File: src/rtl/rfdc_adc_capture.sv
// rtl/rfdc_adc_capture.sv - command-driven ADC beat capture buffer with lane-strobed readout
module rfdc_adc_capture #(
  parameter int DEPTH           = 4,
  parameter int AXIS_DATA_WIDTH = 256
) (
  input  logic                       CLK100MHZ,
  input  logic                       resetn,
  input  logic [AXIS_DATA_WIDTH-1:0] m00_axis_tdata,
  input  logic                       m00_axis_tvalid,
  output logic                       m00_axis_tready,
  input  logic                       cmd_valid,
  input  logic [63:0]                cmd_data,
  input  logic                       pl_trigger,
  output logic [63:0]                rd_data,
  output logic                       rd_valid,
  input  logic                       rd_ready,
  output logic                       busy,
  output logic                       done,
  output logic                       cmd_error,
  output logic [4:0]                 captured_count
);

  localparam int AW = (DEPTH > 1) ? $clog2(DEPTH) : 1;
  localparam logic [4:0] DEPTH_W = 5'(DEPTH);

  typedef enum logic [2:0] {
    S_IDLE, S_ARMED, S_CAPTURE, S_DONE, S_READOUT
  } state_t;

  state_t                     state_q;
  logic [4:0]                 count_q;
  logic [4:0]                 target_q;
  logic [7:0]                 strobe_q;
  logic [2:0]                 first_lane_q;
  logic [3:0]                 beat_q;
  logic [2:0]                 lane_q;
  logic                       tready_q;
  logic                       rd_valid_q;
  logic [63:0]                rd_data_q;
  logic                       done_q;
  logic                       cmd_error_q;
  logic [AXIS_DATA_WIDTH-1:0] buf_q [DEPTH];

  logic [3:0] opcode;
  logic [7:0] cmd_strobe;
  logic       is_arm, is_trig, is_abort, is_rd;
  logic       illegal;
  logic [4:0] arm_n_d;
  logic [2:0] cmd_first_lane;
  logic       next_found;
  logic [2:0] next_lane;
  logic [3:0] adv_beat;
  logic [2:0] adv_lane;
  logic       adv_last;
  logic [3:0] sel_beat;
  logic [2:0] sel_lane;
  logic [63:0] word_d;
  logic       unused_cmd_bits;

  assign opcode     = cmd_data[35:32];
  assign cmd_strobe = cmd_data[47:40];
  assign is_arm     = cmd_valid && (opcode == 4'd0);
  assign is_trig    = cmd_valid && (opcode == 4'd1);
  assign is_abort   = cmd_valid && (opcode == 4'd2);
  assign is_rd      = cmd_valid && (opcode == 4'd3);
  assign illegal    = (is_arm  && !(state_q == S_IDLE || state_q == S_DONE)) ||
                      (is_trig && (state_q != S_ARMED)) ||
                      (is_rd   && (state_q != S_DONE));
  assign unused_cmd_bits = ^{cmd_data[63:48], cmd_data[39:36], cmd_data[31:5]};

  always_comb begin
    arm_n_d = cmd_data[4:0];
    if (arm_n_d == 5'd0) begin
      arm_n_d = 5'd1;
    end else if (arm_n_d > DEPTH_W) begin
      arm_n_d = DEPTH_W;
    end
  end

  // Readout walks strobed lanes in ascending order, then wraps to the next beat.
  always_comb begin
    cmd_first_lane = 3'd0;
    for (int i = 7; i >= 0; i--) begin
      if (cmd_strobe[i]) cmd_first_lane = 3'(i);
    end
    next_found = 1'b0;
    next_lane  = 3'd0;
    for (int i = 7; i >= 0; i--) begin
      if (strobe_q[i] && (i > int'(lane_q))) begin
        next_found = 1'b1;
        next_lane  = 3'(i);
      end
    end
    if (next_found) begin
      adv_beat = beat_q;
      adv_lane = next_lane;
      adv_last = 1'b0;
    end else begin
      adv_beat = beat_q + 4'd1;
      adv_lane = first_lane_q;
      adv_last = (({1'b0, beat_q} + 5'd1) >= count_q);
    end
    if (state_q == S_READOUT) begin
      sel_beat = adv_beat;
      sel_lane = adv_lane;
    end else begin
      sel_beat = 4'd0;
      sel_lane = cmd_first_lane;
    end
    word_d = {20'd0, sel_beat, 5'd0, sel_lane,
              buf_q[sel_beat[AW-1:0]][{sel_lane, 5'b0} +: 32]};
  end

  always_ff @(posedge CLK100MHZ) begin
    if (state_q == S_CAPTURE && m00_axis_tvalid) begin
      buf_q[count_q[AW-1:0]] <= m00_axis_tdata;
    end
  end

  always_ff @(posedge CLK100MHZ or negedge resetn) begin
    if (!resetn) begin
      state_q      <= S_IDLE;
      count_q      <= 5'd0;
      target_q     <= 5'd1;
      strobe_q     <= 8'd0;
      first_lane_q <= 3'd0;
      beat_q       <= 4'd0;
      lane_q       <= 3'd0;
      tready_q     <= 1'b0;
      rd_valid_q   <= 1'b0;
      rd_data_q    <= 64'd0;
      done_q       <= 1'b0;
      cmd_error_q  <= 1'b0;
    end else begin
      tready_q    <= 1'b1;
      done_q      <= 1'b0;
      cmd_error_q <= 1'b0;
      if (is_abort) begin
        state_q    <= S_IDLE;
        rd_valid_q <= 1'b0;
        rd_data_q  <= 64'd0;
      end else begin
        cmd_error_q <= illegal;
        case (state_q)
          S_IDLE, S_DONE: begin
            if (is_arm) begin
              state_q  <= S_ARMED;
              count_q  <= 5'd0;
              target_q <= arm_n_d;
            end else if (is_rd && (state_q == S_DONE) &&
                         (cmd_strobe != 8'd0) && (count_q != 5'd0)) begin
              state_q      <= S_READOUT;
              strobe_q     <= cmd_strobe;
              first_lane_q <= cmd_first_lane;
              beat_q       <= 4'd0;
              lane_q       <= cmd_first_lane;
              rd_valid_q   <= 1'b1;
              rd_data_q    <= word_d;
            end
          end
          S_ARMED: begin
            if (is_trig || pl_trigger) state_q <= S_CAPTURE;
          end
          S_CAPTURE: begin
            if (m00_axis_tvalid) begin
              count_q <= count_q + 5'd1;
              if ((count_q + 5'd1) == target_q) begin
                state_q <= S_DONE;
                done_q  <= 1'b1;
              end
            end
          end
          S_READOUT: begin
            if (rd_valid_q && rd_ready) begin
              if (adv_last) begin
                state_q    <= S_DONE;
                rd_valid_q <= 1'b0;
                rd_data_q  <= 64'd0;
              end else begin
                beat_q    <= adv_beat;
                lane_q    <= adv_lane;
                rd_data_q <= word_d;
              end
            end
          end
          default: state_q <= S_IDLE;
        endcase
      end
    end
  end

  assign m00_axis_tready = tready_q;
  assign rd_data         = rd_data_q;
  assign rd_valid        = rd_valid_q;
  assign busy            = (state_q == S_ARMED) || (state_q == S_CAPTURE) ||
                           (state_q == S_READOUT);
  assign done            = done_q;
  assign cmd_error       = cmd_error_q;
  assign captured_count  = count_q;

endmodule

File: config.mk
export PLATFORM = sky130hd
export DESIGN_NAME = rfdc_adc_capture
export DESIGN_NICKNAME = d
export VERILOG_FILES = /design/src/rtl/rfdc_adc_capture.sv
export SDC_FILE = /design/constraint.sdc
export NUM_CORES = 1
export LEC_CHECK = 0
export ABC_AREA = 1
export CORE_ASPECT_RATIO = 1.4
export CORE_MARGIN = 5
export CORE_UTILIZATION = 36
export DETAILED_ROUTE_END_ITERATION = 10
export PLACE_DENSITY = 0.5
export REMOVE_ABC_BUFFERS = 1
export SYNTH_ARGS = -nofsm -noshare
export SYNTH_HDL_FRONTEND = slang
export SYNTH_SLANG_ARGS = --single-unit
File: constraint.sdc
create_clock -name CLK100MHZ -period 16.8 [get_ports CLK100MHZ]
set_input_delay 3.36 -clock CLK100MHZ [delete_from_list [all_inputs] [get_ports CLK100MHZ]]
set_output_delay 3.36 -clock CLK100MHZ [all_outputs]
set_load 0.005 [all_outputs]
==> impl_metrics.json <==
{
  "firstDrtPassIters": 6,
  "final_common_cell": "edfxtp_1",
  "synth_area_leaders": "edfxtp_1, nand3_1, nand4_1, nand2_1, dfrtp_1",
  "post-dp-hpwl_microns": 67550,
  "avgSynthCellArea_sq_um": 12.11,
  "clkPwrFrac_pct": 38.1,
  "synth_top_family_by_area": "simple AND/OR/NAND/NOR gates",
  "fin_setup_tns_ps": 0,
  "min_period_ps": 6795,
  "fmax_ghz": 0.1472,
  "antenna_found_initial": 40,
  "final_util_pct": 42.50,
  "fp-row-count": 155,
  "die-area_sq_mm": 0.1348,
  "routedWlPerCell_microns": 24.19,
  "grt_pass1_vias": 31581,
  "fin_crit_sh_pct": 40.45,
  "max_stage_delay_ps": 870,
  "synthSimpleGateAreaFrac_pct": 23.72,
  "path_delay_family": "buffers and inverters",
  "p_per_area_mw_per_mm2": 122.4,
  "synth_mux_area_share_pct": 0.07364,
  "status": "complete, no violations",
  "finalHoldViolations": 0,
  "netSwitchingPower_mw": 1.662,
  "fp.dieH_microns": 432.4,
  "synth-main-ff-cell": "edfxtp_1",
  "worstHoldStart": "rd_data[40]",
  "synth_adder_area_share_pct": 0.2727,
  "avgViaCountPerCell": 5.555,
  "dr_wl_met3_microns": 8505,
  "cts_tree": "built",
  "seqPwrFrac_pct": 49.3,
  "grt_use_total_pct": 19.83,
  "r2r_start": "lane_q[1]",
  "ctsResizeCount": 0,
  "timing.rr.end": "rd_data[18]",
  "holdPathEnd": "rd_data[40]",
  "clock_sinks": 1097,
  "grt_max_degree": 205,
  "ant_nets": 0,
  "rsz0062_at_grt": "no",
  "synth_top_cell_by_area": "edfxtp_1",
  "clock_path_buffers": 3,
  "vias": 31673,
  "required_ps": 17130,
  "grt_pass1_wl_microns": 203800,
  "synthXorXnorAreaFrac_pct": 0.1527,
  "clockRootBuffer": "clkbuf_16",
  "synth_seq_cells": 1097,
  "worst_skew_pair.late_latency_ps": 720,
  "cts.clk_slew.worst_paths_ps": 60,
  "netlist.area_leader.share_pct": 67.02,
  "clock_skew_ps": 21.71,
  "reg2reg_slack_ps": 11790,
  "rr_worst_depth": 14,
  "drt_first_iter_violations": 2646,
  "start_kind": "input pin",
  "drcViolationCount": 0,
  "slew_headroom_pct": 13.57,
  "max_cap_violations": 0,
  "synth-compound-area-share_pct": 0.6382,
  "async_reset_ff_share_pct": 6.655,
  "cpMostUsedCell": "buf_4",
  "p_sw_share_pct": 25.15,
  "critical_path.cell_chain": "clkdlybuf4s50_1, inv_1, nor2_1, inv_1, nor2_4, buf_4, buf_4, buf_4",
  "synth-seq-area-share_pct": 71.01,
  "power_leakage_nw": 18.56,
  "dr_wl_met2_microns": 68430,
  "finalSetupViolations": 0,
  "cts_buffers": 109,
  "critPathMaxFanout": 59,
  "h-tree-depth": 3,
  "cts_setup_buffers": 0,
  "final_cell_mix": "edfxtp_1, nand3_1, nand2_1",
  "critPathKind": "in2reg",
  "core-area_sq_mm": 0.1270,
  "peakVddDrop_v": 0.00008874,
  "pwr-share-comb_pct": 12.6,
  "die_x_microns": 311.7,
  "drv_slew": 0,
  "io_buffers": 327,
  "p_total_mw": 6.607,
  "start_util_pct": 36.12,
  "min_path_cells": 2,
  "drt_wl_total_microns": 138000,
  "hold_class": "reg2reg",
  "path_buf_inv": 6,
  "syn_to_final_growth_pct": 17.66,
  "intPower_mw": 4.945,
  "cts-hold-fix-buffers": 0,
  "io_pins": 400,
  "yosys_warnings": 0,
  "synthCells": 3787,
  "num-nets-final": 4276,
  "layout-drive-gt1-share_pct": 6.177,
  "synth_cell_type_count": 41,
  "tightest_slew_ps": 1297,
  "place_congestion": 0.7759,
  "synth_area_sq_mm": 0.04588,
  "worst_path_max_delay_cell": "buf_4",
  "arrival_ps": 7120,
  "synth_edf_count": 1024,
  "wl_met1_microns": 57860,
  "grt-ovfl-total": 0,
  "endpoint_kind": "flop",
  "hold_slack_ps": 483.7,
  "top_layer_used": "met5"
}
==> sequential cells by signal, summed over array words and instances, names as in the netlist <==
| name | cells |
|---|---|
| rd_data | 39 |
| captured_count | 5 |
| done | 1 |
| lane_q | 3 |
| m00_axis_tready | 1 |
| state_q | 3 |
| buf_q | 1024 |
| rd_valid | 1 |
| target_q | 5 |
| strobe_q | 7 |
| cmd_error | 1 |
| first_lane_q | 3 |
| beat_q | 4 |
==> worst max path at each step <==
stage	startpoint	to	slack (ps)	depth (start not counted)
2_1_floorplan	state_q[0]	beat_q[0]	-10930	4
3_3_place_gp	m00_axis_tvalid	buf_q[3][236]	9250	8
3_5_place_dp	m00_axis_tvalid	buf_q[3][236]	9250	8
4_1_cts	m00_axis_tvalid	buf_q[0][6]	10030	8
5_1_grt	m00_axis_tvalid	buf_q[0][6]	9800	8
6_report	m00_axis_tvalid	buf_q[0][6]	10000	8
==> kinds of logic after synthesis <==
kind of cell / after synthesis
flip-flops: 1097
XOR/XNOR: 8
other: 2
adder cells (fa/ha/maj): 10
AND/OR/NAND/NOR: 2197
buffers and inverters: 417
multiplexers: 3
AO/OA/AOI/OAI: 53
==> routing by layer <==
metal | vias up | global-route usage (%)
li1 | 14574 | -
met5 | - | 0
met2 | 855 | 33.92
met4 | 24 | 6.118
met3 | 214 | 4.074
met1 | 16006 | 25.54
==> stage by stage <==
step,std cells,cell area (sq um),setup slack [ps]
6_report,5702,53980,10000
5_1_grt,5687,53940,9802
4_1_cts,5679,53920,10030
3_5_place_dp,5477,50230,9250
3_3_place_gp,5477,50230,9249
2_1_floorplan,3450,44290,-10930
==> synth_stat cells (3+ instances only) <==
cell / number
buf_4: 38
xor2_1: 7
mux2_2: 3
nor2_1: 32
inv_2: 6
inv_1: 50
dfrtp_1: 72
buf_2: 126
clkbuf_1: 160
nand4_1: 514
buf_1: 34
o21ai_0: 31
nand3_1: 1011
ha_1: 10
nand2_1: 617
buf_6: 3
a21oi_1: 10
edfxtp_1: 1024
nor3_1: 9
nor4_1: 3
==> worst reg2reg max path: cells and delay by family, from the launching register on <==
kind | cells | cell delay (ps)
buf+inv | 3 | 1960
flops | 1 | 420
simple gates | 11 | 2550
==> area by class of cell <==
type	count	area, sq um
flip-flops and latches	1097	32580
fillers	11704	73050
diodes	23	57.56
clock inverters	67	747.0
repair buffers	379	3749
multi-input cells	2297	11620
inverters	56	220.2
clock buffers	135	2950
well taps	1648	2062
==> power by group through the flow <==
| stage | logic (mW) | registers, mW | clock network (mW) |
|---|---|---|---|
| 4_1_cts | 0.845 | 3.26 | 2.58 |
| 3_5_place_dp | 0.843 | 3.32 | 0 |
| 5_1_grt | 0.907 | 3.27 | 2.69 |
| 2_1_floorplan | 0.395 | 3.36 | 0 |
| 3_3_place_gp | 0.839 | 3.31 | 0 |
| 6_report | 0.830 | 3.26 | 2.52 |
(Power assumes the default switching activity.)
